--- src/rtl/i2s_rx.sv ---
// -----------------------------------------------------------------------------
// i2s_rx : slave-mode I2S receiver.
//
// BCK, LRCK and DATA arrive from an external codec, asynchronous to clk_sys.
// Each input is brought in through a 2-FF synchronizer; a third BCK flop gives
// a rising-edge strobe (bck_rise) on which LRCK and DATA are sampled. Standard
// I2S framing is assumed: the data bit sampled together with an LRCK change is
// still the LSB of the outgoing word, and the next bit is the MSB of the new
// word. Words are left-aligned into DATA_WIDTH bits (short words zero-padded,
// extra bits dropped).
//
// Optional feature macro: I2S_RX_TAPE_EN
//   defined     : a hysteresis comparator slices the left channel into tape_bit.
//   not defined : no comparator, tape_bit is tied low.
// -----------------------------------------------------------------------------
module i2s_rx #(
  parameter int unsigned DATA_WIDTH = 16,
  parameter int unsigned TIMEOUT    = 1024,
  parameter logic [15:0] TAPE_HYST  = 16'd1024
) (
  input  logic                  clk_sys,
  input  logic                  reset_n,
  input  logic                  i2s_bck,
  input  logic                  i2s_lrck,
  input  logic                  i2s_data,
  output logic [DATA_WIDTH-1:0] left_chan,
  output logic [DATA_WIDTH-1:0] right_chan,
  output logic                  sample_valid,
  output logic                  locked,
  output logic                  tape_bit
);

  // Bit-position counter saturates at DATA_WIDTH; insertion index addresses
  // one bit of the DATA_WIDTH-wide word.
  localparam int unsigned CNT_W = $clog2(DATA_WIDTH + 1);
  localparam int unsigned IDX_W = $clog2(DATA_WIDTH);
  localparam int unsigned WD_W  = $clog2(TIMEOUT + 1);

  localparam logic [1:0] ST_HUNT  = 2'd0;
  localparam logic [1:0] ST_LEFT  = 2'd1;
  localparam logic [1:0] ST_RIGHT = 2'd2;

  // ---------------------------------------------------------------------------
  // Input capture
  // ---------------------------------------------------------------------------
  logic bck_s1_q, bck_s2_q, bck_s3_q;
  logic lrck_s1_q, lrck_s2_q;
  logic data_s1_q, data_s2_q;

  // Two-stage synchronizers on all pins plus one BCK history flop.
  // NOTE: sequential state always uses <= so every flop samples the value from
  // before the edge; with = the chain would collapse into a single stage.
  always_ff @(posedge clk_sys or negedge reset_n) begin
    if (!reset_n) begin
      bck_s1_q  <= 1'b0;
      bck_s2_q  <= 1'b0;
      bck_s3_q  <= 1'b0;
      lrck_s1_q <= 1'b0;
      lrck_s2_q <= 1'b0;
      data_s1_q <= 1'b0;
      data_s2_q <= 1'b0;
    end else begin
      bck_s1_q  <= i2s_bck;
      bck_s2_q  <= bck_s1_q;
      bck_s3_q  <= bck_s2_q;
      lrck_s1_q <= i2s_lrck;
      lrck_s2_q <= lrck_s1_q;
      data_s1_q <= i2s_data;
      data_s2_q <= data_s1_q;
    end
  end

  logic bck_rise;
  assign bck_rise = bck_s2_q & ~bck_s3_q;

  // ---------------------------------------------------------------------------
  // LRCK edge detection (in the BCK sample domain)
  // ---------------------------------------------------------------------------
  logic lrck_prev_q;
  logic lrck_fall;
  logic lrck_rise;
  logic lrck_edge;

  // Remember LRCK as seen at the previous BCK rising edge.
  always_ff @(posedge clk_sys or negedge reset_n) begin
    if (!reset_n) begin
      lrck_prev_q <= 1'b0;
    end else if (bck_rise) begin
      lrck_prev_q <= lrck_s2_q;
    end
  end

  assign lrck_fall = bck_rise &  lrck_prev_q & ~lrck_s2_q;
  assign lrck_rise = bck_rise & ~lrck_prev_q &  lrck_s2_q;
  assign lrck_edge = lrck_fall | lrck_rise;

  // ---------------------------------------------------------------------------
  // Watchdog: counts clk_sys cycles since the last bck_rise
  // ---------------------------------------------------------------------------
  logic [WD_W-1:0] wd_q;
  logic            timeout_hit;

  // Restart on every BCK edge, otherwise count up and saturate at TIMEOUT.
  always_ff @(posedge clk_sys or negedge reset_n) begin
    if (!reset_n) begin
      wd_q <= '0;
    end else if (bck_rise) begin
      wd_q <= '0;
    end else if (wd_q != WD_W'(TIMEOUT)) begin
      wd_q <= wd_q + WD_W'(1);
    end
  end

  // Fires on the cycle whose closing edge is the TIMEOUT-th without a BCK edge.
  assign timeout_hit = ~bck_rise & (wd_q == WD_W'(TIMEOUT - 1));

  // ---------------------------------------------------------------------------
  // Word assembly
  // ---------------------------------------------------------------------------
  logic [DATA_WIDTH-1:0] shift_q, shift_d;
  logic [CNT_W-1:0]      cnt_q, cnt_d;
  logic [IDX_W-1:0]      ins_idx;
  logic [DATA_WIDTH-1:0] word_ins;

  // Bit number cnt lands at position DATA_WIDTH-1-cnt (MSB first).
  assign ins_idx = IDX_W'(DATA_WIDTH - 1) - cnt_q[IDX_W-1:0];

  // Current word with the bit presently on DATA inserted; bits past
  // DATA_WIDTH are dropped, unfilled LSBs stay zero.
  // NOTE: every always_comb output gets a default on entry so no path leaves
  // it unassigned and no latch is inferred.
  always_comb begin
    word_ins = shift_q;
    if (cnt_q < CNT_W'(DATA_WIDTH)) begin
      word_ins[ins_idx] = data_s2_q;
    end
  end

  // ---------------------------------------------------------------------------
  // Framing state machine
  // ---------------------------------------------------------------------------
  logic [1:0]            state_q, state_d;
  logic [DATA_WIDTH-1:0] hold_q, hold_d;
  logic [DATA_WIDTH-1:0] left_q, left_d;
  logic [DATA_WIDTH-1:0] right_q, right_d;
  logic                  valid_q, valid_d;
  logic                  locked_q, locked_d;

  // Next-state logic: word boundaries, channel latching and lock tracking.
  always_comb begin
    state_d  = state_q;
    shift_d  = shift_q;
    cnt_d    = cnt_q;
    hold_d   = hold_q;
    left_d   = left_q;
    right_d  = right_q;
    valid_d  = 1'b0;
    locked_d = locked_q;

    if (timeout_hit) begin
      // Stream lost: resynchronise, keep the last samples on the outputs.
      state_d  = ST_HUNT;
      locked_d = 1'b0;
    end else if (bck_rise) begin
      if (lrck_edge) begin
        // The bit with the LRCK change closes the old word; start a new one.
        shift_d = '0;
        cnt_d   = '0;
      end else begin
        shift_d = word_ins;
        if (cnt_q < CNT_W'(DATA_WIDTH)) begin
          cnt_d = cnt_q + CNT_W'(1);
        end
      end

      case (state_q)
        ST_HUNT: begin
          if (lrck_fall) begin
            state_d = ST_LEFT;
          end
        end
        ST_LEFT: begin
          if (lrck_rise) begin
            hold_d  = word_ins;
            state_d = ST_RIGHT;
          end
        end
        ST_RIGHT: begin
          if (lrck_fall) begin
            right_d  = word_ins;
            left_d   = hold_q;
            valid_d  = 1'b1;
            locked_d = 1'b1;
            state_d  = ST_LEFT;
          end
        end
        default: begin
          state_d = ST_HUNT;
        end
      endcase
    end
  end

  // State and datapath registers; reset discards any partial word.
  always_ff @(posedge clk_sys or negedge reset_n) begin
    if (!reset_n) begin
      state_q  <= ST_HUNT;
      shift_q  <= '0;
      cnt_q    <= '0;
      hold_q   <= '0;
      left_q   <= '0;
      right_q  <= '0;
      valid_q  <= 1'b0;
      locked_q <= 1'b0;
    end else begin
      state_q  <= state_d;
      shift_q  <= shift_d;
      cnt_q    <= cnt_d;
      hold_q   <= hold_d;
      left_q   <= left_d;
      right_q  <= right_d;
      valid_q  <= valid_d;
      locked_q <= locked_d;
    end
  end

  assign left_chan    = left_q;
  assign right_chan   = right_q;
  assign sample_valid = valid_q;
  assign locked       = locked_q;

  // ---------------------------------------------------------------------------
  // Tape level slicer
  // ---------------------------------------------------------------------------
`ifdef I2S_RX_TAPE_EN
  localparam logic signed [DATA_WIDTH-1:0] HYST_POS = DATA_WIDTH'(TAPE_HYST);
  localparam logic signed [DATA_WIDTH-1:0] HYST_NEG = -HYST_POS;

  logic tape_q;

  // Compare the freshly published left sample; hold inside the dead band,
  // force low whenever the stream is not locked.
  always_ff @(posedge clk_sys or negedge reset_n) begin
    if (!reset_n) begin
      tape_q <= 1'b0;
    end else if (!locked_q) begin
      tape_q <= 1'b0;
    end else if (valid_q) begin
      if ($signed(left_q) > HYST_POS) begin
        tape_q <= 1'b1;
      end else if ($signed(left_q) < HYST_NEG) begin
        tape_q <= 1'b0;
      end
    end
  end

  assign tape_bit = tape_q;
`else
  assign tape_bit = 1'b0;
`endif

endmodule

--- config.mk ---
export PLATFORM = sky130hd
export DESIGN_NAME = i2s_rx
export DESIGN_NICKNAME = d
export VERILOG_FILES = /design/src/rtl/i2s_rx.sv
export SDC_FILE = /design/constraint.sdc
export NUM_CORES = 1
export LEC_CHECK = 0
export ABC_AREA = 1
export CORE_MARGIN = 1
export CORE_UTILIZATION = 45
export CTS_CLUSTER_SIZE = 16
export DETAILED_ROUTE_END_ITERATION = 16
export PLACE_DENSITY = 0.68
export SETUP_SLACK_MARGIN = 0.1
export SLEW_MARGIN = 20
export SYNTH_ARGS = -nofsm -noshare
export SYNTH_HDL_FRONTEND = slang
export SYNTH_SLANG_ARGS = --single-unit
export TNS_END_PERCENT = 10
--- constraint.sdc ---
create_clock -name clk_sys -period 1.29 [get_ports clk_sys]
set_input_delay 0.1935 -clock clk_sys [delete_from_list [all_inputs] [get_ports clk_sys]]
set_output_delay 0.1935 -clock clk_sys [all_outputs]
set_load 0.01 [all_outputs]
==> results.py, run 1 <==
metrics = {
    "clocking": {
        "clk_pin_slew_ns": 0.11,
        "root_buffer": "clkbuf_8",
        "numCtsBuffers": 9,
        "cts_tree": "done",
        "cts_max_path_buffers": 2,
        "tritoncts_num_sinks": 92,
        "htreeDepth": 3,
        "clk_latency_ns": 0.37,
    },
    "synthesis": {
        "synth_edf_count": 0,
        "syn_area_um2": 3964,
        "netlist_top_cells_count": "nand2_1 (155), dfrtp_1 (92), o21ai_0 (62), inv_1 (42), nor2_1 (27)",
        "synth-main-ff-cell": "dfrtp_1",
        "ys_ff_latch": 92,
        "synth.most_common_cell": "nand2_1",
        "yosysTopAreaCell": "dfrtp_1",
        "synthTopCellsByArea": "dfrtp_1 (58%), nand2_1 (15%), o21ai_0 (7.8%)",
        "yosysWarningCount": 0,
        "ys_seq_area_share_pct": 58.08,
        "ys_types": 26,
        "synthArstFlopShare_pct": 100.0,
        "synth.top_cell.area_share_pct": 58.08,
        "syn_inst": 460,
        "synth_area_per_cell_um2": 8.617,
        "synth_nets": 471,
    },
    "critical_path": {
        "crit_type": "register to register",
        "cp_max_fo": 4,
        "crit_family": "flip-flops",
        "path_cells": "inv_2, ha_2, inv_2, nor2_4, nand2_1, o21ai_2, o21ai_1",
        "max_stage_delay_ns": 0.45,
        "reg2reg_from": "cnt_q[0]",
        "cpMostUsedCell": "inv_2",
        "critPathSlowestCell": "dfrtp_2",
        "path_buf_inv": 2,
        "cp.required_ns": 1.56,
        "start_kind": "register",
        "crit_arrival_ns": 1.66,
        "endpoint_kind": "register",
        "cp-startpoint": "cnt_q[0]",
    },
    "run_status": {
        "violations": "negative setup slack",
        "status": "complete, but fails checks",
    },
    "run": {
        "drv_cap": 0,
    },
    "timing": {
        "finalHoldViolCount": 0,
        "slew_violations": 0,
        "skew_ns": 0.01253,
        "finalCritPeriodShare_pct": 107.9,
        "setup_tns_ns": -1.853,
        "setup_violations": 35,
        "fmax_mhz": 718.1,
        "rsz0062_at_grt": "yes",
        "fin_crit_ns": 1.393,
        "setup_ws_ns": -0.1025,
        "whs_ns": 0.2520,
    },
    "global_routing": {
        "grt_pass1_wl_um": 14030,
        "grt_antenna_before_repair": 0,
        "grt_usage_pct": 20.23,
        "grt_pass1_vias": 3003,
        "grt_max_degree": 35,
        "grt_overflow": 0,
    },
    "final_layout": {
        "fin_nets": 538,
        "syn_to_final_growth_pct": 25.76,
        "drive_gt1_share_pct": 30.26,
        "antennaDiodeCount": 0,
        "final_util_pct": 59.47,
        "stdcell_area_um2": 4985,
        "stdcell_count": 637,
    },
    "detailed_routing": {
        "firstDrtPassIters": 4,
        "first_iter_violations": 153,
        "routedWlPerCell_um": 13.34,
        "viasPerCell": 4.929,
        "wl_um": 8495,
        "drtAntennaViolNets": 0,
        "num_vias": 3140,
        "drc": 0,
    },
    "power_and_ir_drop": {
        "clockPowerShare_pct": 28.3,
        "p_int_w": 0.004930,
        "seqPwrFrac_pct": 48.4,
        "powerDensity_nw_per_um2": 1481,
        "netSwitchingFraction_pct": 33.21,
        "power_switching_w": 0.002451,
        "power.leakage_nw": 2.524,
        "ir_drop_mv": 0.6018,
        "p_comb_share_pct": 23.3,
    },
    "min_path": {
        "min_path_type": "input pin to asynchronous set/reset pin",
    },
    "floorplan": {
        "start_util_pct": 47.29,
        "design.core.area_um2": 8382,
        "die_y_um": 95.86,
        "die_w_um": 95.86,
        "die-area_um2": 9188,
        "std_cell_rows": 33,
        "num_io_pins": 40,
    },
    "place": {
        "dpl_cell_area_um2": 4701,
        "place.detailed.instances": 618,
        "portBuffers": 38,
        "place_congestion": 0.8941,
        "dpl.hpwl_um": 5800,
    },
}
==> repair_timing <==
action | in CTS | in global routing
resized for setup | 149 | 69
setup endpoints to repair | 116 | 109
endpoints found under the hold margin | 17 | 0
pin swaps | 26 | 10
hold buffers | 1 | 0
setup buffers | 1 | 1
==> logic make-up (layout without fill, tap and decap cells) <==
family | after synthesis | count (layout) | synth area share (%)
adder cells (fa/ha/maj) | 6 | 6 | 1.894
buffers and inverters | 62 | 134 | 6.881
other | 1 | 1 | 0.09461
AO/OA/AOI/OAI | 77 | 77 | 9.754
AND/OR/NAND/NOR | 219 | 219 | 22.63
XOR/XNOR | 3 | 3 | 0.6630
flip-flops | 92 | 92 | 58.08
==> sequential cells by signal, summed over array words and instances (netlist names) <==
| signal | cells |
|---|---|
| bck_s1_q | 1 |
| bck_s2_q | 1 |
| bck_s3_q | 1 |
| cnt_q | 5 |
| data_s1_q | 1 |
| data_s2_q | 1 |
| hold_q | 16 |
| left_chan | 16 |
| locked | 1 |
| lrck_prev_q | 1 |
| lrck_s1_q | 1 |
| lrck_s2_q | 1 |
| right_chan | 16 |
| sample_valid | 1 |
| shift_q | 16 |
| state_q | 2 |
| wd_q | 11 |
==> cell type report <==
cell class	count	area, um2
fillers	729	3397
flip-flops and latches	92	2306
multi-input cells	306	1613
repair buffers	73	550.5
inverters	45	168.9
well taps	105	131.4
clock buffers	9	123.9
clock inverters	7	91.34
==> power groups by stage <==
stage | clock [W] | sequential (W) | combinational, W
global placement | 0 | 0.00359 | 0.00157
CTS | 0.00212 | 0.00357 | 0.00165
detailed placement | 0 | 0.00361 | 0.00162
finish | 0.00209 | 0.00357 | 0.00172
global route | 0.00224 | 0.00363 | 0.00197
floorplan | 0 | 0.00361 | 0.000915
==> per-layer routing <==
layer  global-route usage [%]  part of all wire (%)
met5                        0                     0
met2                    34.29                    49
met4                    7.338                   1.4
met3                    3.081                   3.3
met1                    26.34                    47
==> path summary, 6_finish.rpt <==
path                       cells past startpoint           end  slack (ns)
min in group clk_sys                           1      bck_s1_q        0.26
min reg2reg                                    0      bck_s2_q        0.36
max in group asynchronous                      3  left_chan[0]        0.56
min                                            2       wd_q[0]        0.25
max                                            7    shift_q[7]       -0.10
max reg2reg                                    7    shift_q[7]       -0.10
==> metrics by stage <==
| stage | setup WS (ns) | power [W] |
|---|---|---|
| 2_1_floorplan | 0.04229 | 0.004529 |
| 3_3_place_gp | -0.1701 | 0.005163 |
| 3_5_place_dp | -0.2073 | 0.005224 |
| 4_1_cts | -0.1079 | 0.007343 |
| 5_1_grt | -0.2047 | 0.007839 |
| 6_report | -0.1025 | 0.007381 |
==> cells in the final DEF (no fill, tap or decap), types with 2 or more instances in the layout <==
cell type / n
ha_2: 2
nand2_1: 132
clkdlybuf4s50_1: 3
buf_2: 17
nor2_4: 7
nor3_1: 5
nand2_2: 23
nand3_1: 20
inv_2: 11
nor2_2: 5
dfrtp_1: 89
inv_1: 34
clkbuf_2: 17
o21ai_0: 20
xor2_1: 2
buf_6: 2
buf_12: 5
a21oi_1: 5
nor3_2: 2
dfrtp_2: 3
o21ai_2: 18
ha_1: 4
clkbuf_8: 9
buf_4: 27
o21ai_1: 32
inv_8: 4
nor2_1: 17
nand4_1: 3
No activity file was read; power rests on OpenSTA's default activity.
==> run 2, diff against run 1 <==
CORE_UTILIZATION = 49   (was 45)
PLACE_DENSITY = 0.73   (was 0.68)
SKIP_CTS_REPAIR_TIMING = 1   (was not set)
==> results.py, run 2 (synthesis gave the netlist of run 1 again) <==
metrics = {
    "run_status": {
        "status": "complete, but fails checks",
        "violations": "negative setup slack",
    },
    "timing": {
        "rsz0062_at_grt": "yes",
        "setup_violations": 44,
        "slew_violations": 0,
        "finalCritPeriodShare_pct": 109.1,
        "fmax_mhz": 710.8,
        "finalHoldViolCount": 0,
        "skew_ns": 0.01290,
        "fin_crit_ns": 1.407,
        "setup_ws_ns": -0.1169,
    },
    "critical_path": {
        "cp_max_fo": 4,
        "cp.depth": 7,
        "critPathSlowestCell": "dfrtp_1",
        "crit_arrival_ns": 1.66,
        "cpMostUsedCell": "inv_2",
        "cp.required_ns": 1.54,
        "path_buf_inv": 2,
        "crit_type": "register to register",
        "endpoint_kind": "register",
        "max_stage_delay_ns": 0.43,
        "crit_family": "flip-flops",
        "path_cells": "inv_2, ha_2, inv_2, nor2_4, nand2_1, o21ai_2, o21ai_0",
        "start_kind": "register",
        "r2r_cells": 7,
    },
    "floorplan": {
        "design.core.area_um2": 7767,
        "die_y_um": 91.94,
        "std_cell_rows": 32,
        "die-area_um2": 8453,
        "start_util_pct": 51.03,
        "num_io_pins": 40,
        "die_w_um": 91.94,
    },
    "place": {
        "portBuffers": 38,
        "dp_slack_ns": -0.2174,
        "dpl.hpwl_um": 5638,
        "place_congestion": 0.8194,
        "place.detailed.instances": 612,
    },
    "final_layout": {
        "drive_gt1_share_pct": 20.42,
        "final_common_cell": "nand2_1",
        "syn_to_final_growth_pct": 30.68,
        "fin_nets": 535,
        "stdcell_count": 631,
        "antennaDiodeCount": 0,
        "final_cell_mix": "nand2_1 (144), dfrtp_1 (91), inv_1 (35)",
    },
    "clocking": {
        "numCtsBuffers": 9,
        "tritoncts_num_sinks": 92,
        "htreeDepth": 3,
        "clk_pin_slew_ns": 0.09,
        "cts_tree": "done",
        "root_buffer": "clkbuf_8",
        "clk_latency_ns": 0.37,
        "cts_max_path_buffers": 2,
    },
    "detailed_routing": {
        "viasPerCell": 5.109,
        "wl_um": 8578,
        "drtAntennaViolNets": 0,
        "first_iter_violations": 209,
        "firstDrtPassIters": 4,
        "num_vias": 3224,
        "drc": 0,
        "routedWlPerCell_um": 13.59,
    },
    "global_routing": {
        "grt_max_degree": 50,
        "grt_antenna_before_repair": 0,
        "grt_overflow": 0,
        "grt_pass1_wl_um": 14190,
        "grt_usage_pct": 21.39,
        "grt_pass1_vias": 3157,
    },
    "power_and_ir_drop": {
        "power.leakage_nw": 3.060,
        "ir_drop_mv": 0.6898,
        "powerDensity_nw_per_um2": 1451,
    },
    "run": {
        "drv_cap": 0,
    },
    "min_path": {
        "min_path_type": "input pin to asynchronous set/reset pin",
    },
}
==> run 2: cell count changes in the layout (fill, tap and decap cells not counted), moves of 3 or more <==
| cell | previous run | this run |
|---|---|---|
| buf_2 | 17 | 0 |
| clkbuf_2 | 17 | 0 |
| dlymetal6s2s_1 | 0 | 34 |
| inv_8 | 4 | 1 |
| nand2_1 | 132 | 144 |
| nand2_2 | 23 | 11 |
| nor2_1 | 17 | 14 |
| nor2_2 | 5 | 9 |
| o21ai_0 | 20 | 25 |
| o21ai_1 | 32 | 29 |
| o21ai_2 | 18 | 14 |
==> run 2: area by class of cell <==
type                    instances  area [um2]
fillers                       620        2587
flip-flops and latches         92        2303
multi-input cells             306        1587
repair buffers                 70       768.2
inverters                      45       171.4
clock buffers                  10       127.6
well taps                     102       127.6
clock inverters                 6       95.09
==> run 2: final timing paths <==
path / from / end / slack [ns]
min reg2reg: data_s1_q / data_s2_q / 0.36
max: cnt_q[0] / hold_q[13] / -0.12
max in group asynchronous: reset_n / right_chan[2] / 0.57
min in group clk_sys: i2s_bck / bck_s1_q / 0.26
max reg2reg: cnt_q[0] / hold_q[13] / -0.12
min: reset_n / left_chan[7] / 0.23
==> run 2: per-layer routing <==
layer | wire length [um] | up-vias | GRT usage [%]
met5 | 0 | - | 0
met1 | 3822 | 1564 | 27.72
met3 | 357 | 5 | 4.478
met4 | 78 | 0 | 7.422
met2 | 4320 | 73 | 35.70
li1 | - | 1582 | -
==> run 2: where the power goes <==
part           total [W]  internal (W)  switching (W)
clock            0.00216       0.00111        0.00105
combinational    0.00179      0.000757        0.00103
sequential       0.00357       0.00328       0.000281
==> run 2: per-stage QoR <==
step | util, % | hold WS, ns | cell area (um2) | total power, W | setup TNS, ns
global route | 66.69 | 0.2470 | 5180 | 0.007947 | -9.007
detailed placement | 60.18 | 0.07667 | 4674 | 0.005240 | -5.122
finish | 66.69 | 0.2328 | 5180 | 0.007516 | -2.288
global placement | 60.18 | 0.07957 | 4674 | 0.005160 | -2.466
CTS | 63.05 | -0.3188 | 4897 | 0.007395 | -12.30
floorplan | - | -0.1021 | 3993 | 0.004529 | 0
